===== src/rtl/sram_pixel_write_arbiter_pkg.sv =====
// ---------------------------------------------------------------------------
// sram_arb_pkg
// Shared widths, FSM state type and address packing for the pixel SRAM
// write-port arbiter.
//   ADDR_W : SRAM word address width (128K x 8)
//   X_W    : pixel x coordinate width
//   Y_W    : pixel y coordinate width
//   PIX_W  : pixel colour width
// ---------------------------------------------------------------------------
package sram_arb_pkg;

   localparam int ADDR_W = 17;
   localparam int X_W    = 9;
   localparam int Y_W    = 8;
   localparam int PIX_W  = 8;

   typedef enum logic {
      IDLE  = 1'b0,
      CLEAR = 1'b1
   } state_t;

   // Row-major framebuffer layout: y selects a 512-byte row, x the byte.
   function automatic logic [ADDR_W-1:0] pack_addr(input logic [X_W-1:0] x,
                                                     input logic [Y_W-1:0] y);
      return {y, x};
   endfunction

endpackage


===== src/rtl/sram_pixel_write_arbiter_rr_arbiter.sv =====
// ---------------------------------------------------------------------------
// rr_arbiter
// Round-robin arbiter: one-hot grant to the first asserted request at or
// above the pointer (wrapping). The pointer moves past the granted requester
// when advance is high.
//   clk     : clock
//   reset   : asynchronous active-high reset (pointer -> 0)
//   req     : request vector
//   advance : a transfer to the current grant happened this cycle
//   grant   : one-hot grant, or zero when no request
// ---------------------------------------------------------------------------
module rr_arbiter #(
   parameter int unsigned N_REQ = 4
) (
   input  logic             clk,
   input  logic             reset,
   input  logic [N_REQ-1:0] req,
   input  logic             advance,
   output logic [N_REQ-1:0] grant
);

   localparam int unsigned PTR_W = (N_REQ > 1) ? $clog2(N_REQ) : 1;

   logic [PTR_W-1:0] ptr_q;
   logic [PTR_W-1:0] ptr_d;
   logic [PTR_W-1:0] gidx;
   logic             found;
   int unsigned      idx;

   always_comb begin
      grant = '0;
      gidx  = ptr_q;
      found = 1'b0;
      idx   = 0;
      for (int unsigned k = 0; k < N_REQ; k++) begin
         idx = (32'(ptr_q) + k) % N_REQ;
         if (!found && req[idx]) begin
            grant[idx] = 1'b1;
            gidx       = PTR_W'(idx);
            found      = 1'b1;
         end
      end
   end

   // Wrap explicitly so non-power-of-two N_REQ never points past the last requester.
   always_comb begin
      ptr_d = ptr_q;
      if (advance) begin
         ptr_d = (gidx == PTR_W'(N_REQ - 1)) ? '0 : gidx + 1'b1;
      end
   end

   always_ff @(posedge clk or posedge reset) begin
      if (reset) begin
         ptr_q <= '0;
      end else begin
         ptr_q <= ptr_d;
      end
   end

endmodule


===== src/rtl/sram_pixel_write_arbiter.sv =====
// ---------------------------------------------------------------------------
// sram_pixel_write_arbiter
// Shares SRAM write port 1 between N_REQ pixel writers with round-robin
// arbitration, a one-cycle registered write stage, bounds clipping with a
// saturating drop counter, and an optional screen-clear sequencer.
// Build option: define SRAM_ARB_CLEAR_EN to include the CLEAR sequencer;
// otherwise clear_req/clear_color are ignored and clear_busy is tied 0.
// Ports:
//   clk, reset       : clock, asynchronous active-high reset
//   req_valid/ready  : per-requester handshake (ready is combinational, one-hot)
//   req_x/y/color    : packed per-requester pixel (9/8/8 bits per requester)
//   clear_req        : pulse to start filling the visible area
//   clear_color      : fill colour, captured when clear_req is accepted
//   clear_busy       : fill in progress
//   sram_*           : SRAM port 1 address/chipselect/write/writedata/clken
//   drop_count       : saturating count of clipped pixels
// ---------------------------------------------------------------------------
module sram_pixel_write_arbiter
   import sram_arb_pkg::*;
#(
   parameter int unsigned N_REQ = 4,
   parameter int unsigned H_RES = 320,
   parameter int unsigned V_RES = 240
) (
   input  logic                   clk,
   input  logic                   reset,
   input  logic [N_REQ-1:0]       req_valid,
   output logic [N_REQ-1:0]       req_ready,
   input  logic [N_REQ*X_W-1:0]   req_x,
   input  logic [N_REQ*Y_W-1:0]   req_y,
   input  logic [N_REQ*PIX_W-1:0] req_color,
   input  logic                   clear_req,
   input  logic [PIX_W-1:0]       clear_color,
   output logic                   clear_busy,
   output logic [ADDR_W-1:0]      sram_address,
   output logic                   sram_chipselect,
   output logic                   sram_write,
   output logic [PIX_W-1:0]       sram_writedata,
   output logic                   sram_clken,
   output logic [15:0]            drop_count
);

   logic [N_REQ-1:0]  arb_req;
   logic [N_REQ-1:0]  grant;
   logic              arb_en;
   logic              xfer;
   logic              in_bounds;
   logic [X_W-1:0]    sel_x;
   logic [Y_W-1:0]    sel_y;
   logic [PIX_W-1:0]  sel_c;

   logic              clr_active;
   logic              clr_start;
   logic [X_W-1:0]    cx_q;
   logic [Y_W-1:0]    cy_q;
   logic [PIX_W-1:0]  ccol_q;

   logic              wr_q,   wr_d;
   logic [ADDR_W-1:0] addr_q, addr_d;
   logic [PIX_W-1:0]  data_q, data_d;
   logic [15:0]       drop_q, drop_d;

   // ------------------------------------------------------------------------
   // Clear sequencer
   // ------------------------------------------------------------------------
`ifdef SRAM_ARB_CLEAR_EN
   state_t           state_q, state_d;
   logic [X_W-1:0]   cx_d;
   logic [Y_W-1:0]   cy_d;
   logic [PIX_W-1:0] ccol_d;

   always_comb begin
      state_d   = state_q;
      cx_d      = cx_q;
      cy_d      = cy_q;
      ccol_d    = ccol_q;
      clr_start = 1'b0;
      case (state_q)
         IDLE: begin
            if (clear_req) begin
               state_d   = CLEAR;
               cx_d      = '0;
               cy_d      = '0;
               ccol_d    = clear_color;
               clr_start = 1'b1;
            end
         end
         CLEAR: begin
            // clear_req is deliberately not looked at here: no restart.
            if (cx_q == X_W'(H_RES - 1)) begin
               cx_d = '0;
               if (cy_q == Y_W'(V_RES - 1)) begin
                  cy_d    = '0;
                  state_d = IDLE;
               end else begin
                  cy_d = cy_q + 1'b1;
               end
            end else begin
               cx_d = cx_q + 1'b1;
            end
         end
         default: state_d = IDLE;
      endcase
   end

   always_ff @(posedge clk or posedge reset) begin
      if (reset) begin
         state_q <= IDLE;
         cx_q    <= '0;
         cy_q    <= '0;
         ccol_q  <= '0;
      end else begin
         state_q <= state_d;
         cx_q    <= cx_d;
         cy_q    <= cy_d;
         ccol_q  <= ccol_d;
      end
   end

   assign clr_active = (state_q == CLEAR);
`else
   logic unused_clear;
   assign unused_clear = ^{clear_req, clear_color};
   assign clr_active   = 1'b0;
   assign clr_start    = 1'b0;
   assign cx_q         = '0;
   assign cy_q         = '0;
   assign ccol_q       = '0;
`endif

   assign clear_busy = clr_active;

   // ------------------------------------------------------------------------
   // Arbitration: a clear (starting or running) and reset both mask requests
   // ------------------------------------------------------------------------
   assign arb_en  = !reset && !clr_active && !clr_start;
   assign arb_req = arb_en ? req_valid : '0;

   rr_arbiter #(
      .N_REQ (N_REQ)
   ) u_rr (
      .clk     (clk),
      .reset   (reset),
      .req     (arb_req),
      .advance (xfer),
      .grant   (grant)
   );

   assign req_ready = grant;
   assign xfer      = |grant;

   always_comb begin
      sel_x = '0;
      sel_y = '0;
      sel_c = '0;
      for (int i = 0; i < int'(N_REQ); i++) begin
         if (grant[i]) begin
            sel_x = req_x[X_W*i +: X_W];
            sel_y = req_y[Y_W*i +: Y_W];
            sel_c = req_color[PIX_W*i +: PIX_W];
         end
      end
   end

   assign in_bounds = (32'(sel_x) < H_RES) && (32'(sel_y) < V_RES);

   // ------------------------------------------------------------------------
   // Write register stage and drop counter
   // ------------------------------------------------------------------------
   always_comb begin
      wr_d   = 1'b0;
      addr_d = addr_q;
      data_d = data_q;
      drop_d = drop_q;
      if (clr_active) begin
         wr_d   = 1'b1;
         addr_d = pack_addr(cx_q, cy_q);
         data_d = ccol_q;
      end else if (xfer) begin
         if (in_bounds) begin
            wr_d   = 1'b1;
            addr_d = pack_addr(sel_x, sel_y);
            data_d = sel_c;
         end else if (drop_q != 16'hFFFF) begin
            drop_d = drop_q + 16'd1;
         end
      end
   end

   always_ff @(posedge clk or posedge reset) begin
      if (reset) begin
         wr_q   <= 1'b0;
         addr_q <= '0;
         data_q <= '0;
         drop_q <= '0;
      end else begin
         wr_q   <= wr_d;
         addr_q <= addr_d;
         data_q <= data_d;
         drop_q <= drop_d;
      end
   end

   assign sram_chipselect = wr_q;
   assign sram_write      = wr_q;
   assign sram_address    = addr_q;
   assign sram_writedata  = data_q;
   assign sram_clken      = 1'b1;
   assign drop_count      = drop_q;

endmodule


===== config.mk =====
export PLATFORM = sky130hd
export DESIGN_NAME = sram_pixel_write_arbiter
export DESIGN_NICKNAME = d
export VERILOG_FILES = /design/src/rtl/sram_pixel_write_arbiter_pkg.sv /design/src/rtl/sram_pixel_write_arbiter_rr_arbiter.sv /design/src/rtl/sram_pixel_write_arbiter.sv
export SDC_FILE = /design/constraint.sdc
export NUM_CORES = 1
export LEC_CHECK = 0
export ABC_AREA = 1
export BUFFER_PORTS_ARGS = -buffer_cell sky130_fd_sc_hd__buf_2
export CORE_ASPECT_RATIO = 0.9
export CORE_MARGIN = 2
export CORE_UTILIZATION = 51
export DETAILED_ROUTE_END_ITERATION = 10
export PLACE_DENSITY_LB_ADDON = 0.2
export SYNTH_ARGS = -nofsm -noshare
export SYNTH_HDL_FRONTEND = slang
export SYNTH_SLANG_ARGS = --single-unit

===== constraint.sdc =====
create_clock -name clk -period 5.06 [get_ports clk]
set_input_delay 1.012 -clock clk [delete_from_list [all_inputs] [get_ports clk]]
set_output_delay 1.012 -clock clk [all_outputs]
set_load 0.03 [all_outputs]

== Word level (Yosys, flattened, before mapping) ==
Cells that the tools add are included.
Operators by class
  add/subtract/negate cells: 5
  magnitude comparators: 10
  equality and inequality tests: 2
  multiplexer cells: 42
  bitwise gates (word level): 4
  reduce and logical (&&, ||, !) cells: 14
Operators by type and width (count)
  $mux W8: 8
  $mux W9: 4
  $mux W4: 5
  $add A16 B1 Y16 const B: 1
  $ne A16 B16 Y1 const B: 1
  $mux W1: 13
  $lt A2 B3 Y1 const B: 4
  $or A4 B4 Y4: 3
  $lt A9 B9 Y1 const B: 1
  $bmux W1 S2: 4
  $demux W1 S2: 4
  $ge A2 B1 Y1 const B: 4
  $logic_and A1 B1 Y1: 8
  $lt A8 B8 Y1 const B: 1
  $mux W2: 4
  $add A2 B1 Y2 const B: 2
  $add A2 B2 Y2 const B: 2
  $reduce_or A4 Y1: 1
  $logic_not A1 Y1: 3
  $reduce_and A3 Y1: 1
  $eq A2 B2 Y1 const B: 1
  $reduce_and A2 Y1: 1
  $not A1 Y1: 1
Word-level totals
  flip-flop bits (word level): 44
  bits of input ports: 115
  output and inout port bits: 49
  word-level logic and storage cells: 82

== Longest topological paths before layout ==
  depth in word-level cells: 21
  mapped depth: 22
  gate-level depth less buffers: 21

== By module ==
From an unflattened synthesis, not the netlist that was laid out.
Unflattened totals
  cell total of the unflattened synthesis: 545
  area, all modules: 3584.7 um^2
By module, submodules not included
  sram_pixel_write_arbiter: times used 1, cells an instance 449, area an instance 3002.9 um^2, seq. area each 1051.0 um^2
  rr_arbiter: times used 1, cells an instance 96, area an instance 581.8 um^2, seq. area each 50.0 um^2

== Least setup slack after synthesis ==
OpenSTA, ideal clock, no wires.
  path type: input-to-output
  start point: input reset
  end point: output req_ready[3]
  arrival time: 3.068 ns
  data required time: 4.048 ns
  slack: 0.980 ns
  cell stages on the path: 12
  path buffers: 3
  path through: inv_2 nand3_1 nand2_1 nand2_1 nand2_2 nand3_2 nor2_1 nor2_1 nand2_1 buf_2 buf_2 buf_2
On the way
  longest elaborated chain between the ends: 13
  elaborated cells between the ends (all ways): 25
  those cells by class: mux (16); bitwise (3); reduce/logical (6)
Ends and longest elaborated chain
  from (decl): line sram_pixel_write_arbiter.sv:26  | input logic reset,
  $mux W4 *: line sram_pixel_write_arbiter.sv:137  | assign arb_req = arb_en ? req_valid : '0;
  $bmux W1 S2: line sram_pixel_write_arbiter_rr_arbiter.sv:37  | if (!found && req[idx]) begin
  $mux W1 (implied by the code): line sram_pixel_write_arbiter_rr_arbiter.sv:37
  $mux W1: line sram_pixel_write_arbiter_rr_arbiter.sv:37
  $logic_not A1 Y1: line sram_pixel_write_arbiter_rr_arbiter.sv:37
  $logic_and A1 B1 Y1: line sram_pixel_write_arbiter_rr_arbiter.sv:37
  $mux W1: line sram_pixel_write_arbiter_rr_arbiter.sv:37
  $logic_not A1 Y1: line sram_pixel_write_arbiter_rr_arbiter.sv:37
  $logic_and A1 B1 Y1: line sram_pixel_write_arbiter_rr_arbiter.sv:37
  $mux W1: line sram_pixel_write_arbiter_rr_arbiter.sv:37
  $logic_not A1 Y1: line sram_pixel_write_arbiter_rr_arbiter.sv:37
  $logic_and A1 B1 Y1: line sram_pixel_write_arbiter_rr_arbiter.sv:37
  $mux W4 *: line sram_pixel_write_arbiter_rr_arbiter.sv:37
  to (decl): line sram_pixel_write_arbiter.sv:28  | output logic [N_REQ-1:0] req_ready,
Every way passes the cells marked *; elsewhere a longest branch is shown, timed or not. The select of a mux whose other input is x is not followed.

== Worst setup path in the final report ==
  start point: register u_rr.ptr_q[0]
  end point: output req_ready[0]
On the way
  longest elaborated chain between the ends: 12
  elaborated cells between the ends (all ways): 47
  those cells by class: add/sub (3); order compare (8); mux (23); bitwise (3); reduce/logical (10)
Ends and longest elaborated chain
  from (decl): line sram_pixel_write_arbiter_rr_arbiter.sv:24  | logic [PTR_W-1:0] ptr_q;
  from (signal assigned): line sram_pixel_write_arbiter_rr_arbiter.sv:57  | ptr_q <= ptr_d;
  parallel branches: the longest is 11 deep, another holds $lt A2 B3 Y1
  $mux W4 *: line sram_pixel_write_arbiter_rr_arbiter.sv:37
Mark *: on every way between the ends. The select of a mux whose other input is x is not followed.

==> flow_metrics.tcl <==
set metrics [dict create \
    drc_errors 0 \
    drive_gt1_share_pct 29.3 \
    outcome "complete, no violations" \
    finalCoreUtilization_pct 65.4 \
    grt_setup_unrepaired "false" \
    num-nets-final 782 \
    floorplan.initialDensity_pct 53.0 \
    design.core.area_um2 6660 \
    largest_net_degree_at_the_start_of_global_routing 45 \
    register_area_um2 1100 \
    slew_headroom_pct 59.6 \
    via_count 3991 \
    final.setup.tns_ns 0 \
    multi_input_area_um2 2110 \
    clkLatencyLatePin_ns 0.29 \
    rows 28 \
    criticalPathCategory "reg2out" \
    setup_viol 0 \
    detailed_place.area_um2 4260 \
    share_of_the_synthesized_area_in_the_top_cell_type_pct 31.2 \
    crit_fanout 27 \
    mappedNetlistNets 649 \
    timing.critical_path.to_type "output pin" \
    numCtsBuffers 5 \
    post_synth_instance_area_um2 3530 \
    routed_via_density 5.31 \
    fp.dieH_um 82.9 \
    ys_seq_elements 44 \
    grt_antenna_before_repair 0 \
    worst_ep_required_time_ns 4.05 \
    antenna_left 0 \
    worstPathArrival_ns 2.83 \
    max_freq_mhz 261 \
    post_cts.resized_instances 0 \
    synth_top_area_cell "sky130_fd_sc_hd__dfrtp_1" \
    clock_sink_count 44 \
    first_pass_iters 4 \
    netlist_instances 527 \
    finalHoldViolations 0 \
    cp_startpoint_kind "register" \
    tritoncts "yes" \
    maxCapViolCount 0 \
    worst_pin_slew_ns 0.605 \
    area_growth_from_synthesis_to_layout_pct 23.3 \
    cts.clk_slew.worst_paths_ns 0.08 \
    dieArea_um2 7610 \
    fillerInstances 625 \
    time_the_worst_path_needs_with_i_o_delays_and_setup_ns 3.84 \
    final_report_max_slew_violation_count 0 \
    detail_route.wl_per_cell_um 13.3 \
    yosys_warn_count 0 \
    synth_cell_type_count 32 \
    detailedRoute.firstIterationViolations 173 \
    io_pins 164 \
    hold_class "reg2reg" \
    most-common-layout-cells "sky130_fd_sc_hd__nand2_1 (184), sky130_fd_sc_hd__buf_2 (152), sky130_fd_sc_hd__a21oi_1 (48)" \
    syn_area_per_cell_um2 6.70 \
    htree_levels 2 \
    finalClockSkew_ns 0.00830 \
    port-buffer-count 152 \
    die_width_um 91.7 \
    totalWireLength_mm 9.95 \
    post-route-cell-area_um2 4350 \
    grtUsageTotal_pct 26.4 \
    synth-seq-area-share_pct 31.2 \
    postCtsSetupRepairBufs 0 \
    gpl.final_weighted_congestion 0.878 \
    final_common_cell "sky130_fd_sc_hd__nand2_1" \
    antenna_cells_inserted 0 \
    holdBufCountCts 0 \
    wire_length_of_the_first_global_routing_pass_mm 16.8 \
    global_route.overflow_total 0 \
    cts-root-to-sink-buffers 2 \
    synth.area.top_cells "sky130_fd_sc_hd__dfrtp_1 (31%), sky130_fd_sc_hd__nand2_1 (20%), sky130_fd_sc_hd__a21oi_1 (6.8%)" \
    first_global_vias 3808 \
    clock_tree.root_cell "sky130_fd_sc_hd__clkbuf_8" \
    dpl.hpwl_mm 7.57 \
    finalCritPeriodShare_pct 75.9 \
]
## routing by layer
| layer | GRT usage [%] | share of wire, % | routed length (um) | up-vias |
|---|---|---|---|---|
| met4 | 7.46 | 2.7 | 269 | 0 |
| li1 | - | - | - | 2000 |
| met5 | 0 | 0 | 0 | - |
| met2 | 46.8 | 50 | 4950 | 162 |
| met1 | 33.1 | 41 | 4080 | 1804 |
| met3 | 4.36 | 6.5 | 650 | 25 |
## layout make-up
type                       instances  share of cell area, %
multi-input combinational        416                   48.5
sequential                        44                   25.3
timing repair buffer             157                   18.3
inverter                          36                   3.16
tap                               90                   2.59
clock buffer                       7                   1.98
clock inverter                     1                  0.172
## cell families after synthesis
logic type | share of synthesized area [%]
AO/OA/AOI/OAI | 12.3
other | 0.213
flip-flops | 31.2
buffers and inverters | 9.04
AND/OR/NAND/NOR | 40.9
XOR/XNOR | 3.97
adder cells (fa/ha/maj) | 2.48
## Yosys cell counts (all sizes together)
| master | number |
|---|---|
| dfrtp | 44 |
| o22ai | 1 |
| xor2 | 10 |
| inv | 36 |
| a21oi | 49 |
| buf | 25 |
| o21ai | 6 |
| or2 | 1 |
| conb | 2 |
| nor3 | 4 |
| nand3 | 47 |
| ha | 7 |
| nand2 | 195 |
| nand4 | 26 |
| xnor2 | 6 |
| o211ai | 19 |
| nor2 | 40 |
| clkbuf | 6 |
| nor4 | 3 |
## per-stage QoR
stage               setup WS (ns)  hold WS, ns  instances
floorplan                   0.980        0.620        527
global placement             1.16        0.451        743
detailed placement           1.08        0.454        743
CTS                          1.25        0.473        751
global route                0.821        0.497        751
finish                       1.22        0.468        751
## registers in the layout, indices dropped and copies added, names as in the netlist
name             count
sram_address        17
drop_count          16
sram_writedata       8
u_rr.ptr_q           2
sram_chipselect      1
## path summary, 6_finish.rpt
check	startpoint	endpoint	cells past startpoint	slack, ns
max reg2reg	u_rr.ptr_q[0]$_DFFE_PP0P_	sram_address[1]$_DFFE_PP0P_	16	1.25
max	u_rr.ptr_q[0]$_DFFE_PP0P_	req_ready[0]	10	1.22
max in group asynchronous	reset	drop_count[14]$_DFFE_PP0P_	3	3.66
min reg2reg	sram_address[13]$_DFFE_PP0P_	sram_address[13]$_DFFE_PP0P_	2	0.47
min in group asynchronous	reset	drop_count[3]$_DFFE_PP0P_	3	1.01
min	sram_address[13]$_DFFE_PP0P_	sram_address[13]$_DFFE_PP0P_	2	0.47
## critical path, cell delays in order (launching register included)
cell                      delay [ns]
sky130_fd_sc_hd__dfrtp_1        0.52
sky130_fd_sc_hd__inv_2          0.18
sky130_fd_sc_hd__ha_1           0.40
sky130_fd_sc_hd__inv_1          0.14
sky130_fd_sc_hd__nand3_1        0.09
sky130_fd_sc_hd__nand2_1        0.11
sky130_fd_sc_hd__nand2_2        0.08
sky130_fd_sc_hd__nor3_2         0.22
sky130_fd_sc_hd__nand2_1        0.11
sky130_fd_sc_hd__nand2_2        0.40
sky130_fd_sc_hd__buf_2          0.29
Power is left out: the tool's default activity adds up to more than one toggle a clock period on the data nets, which glitch-free logic cannot reach.
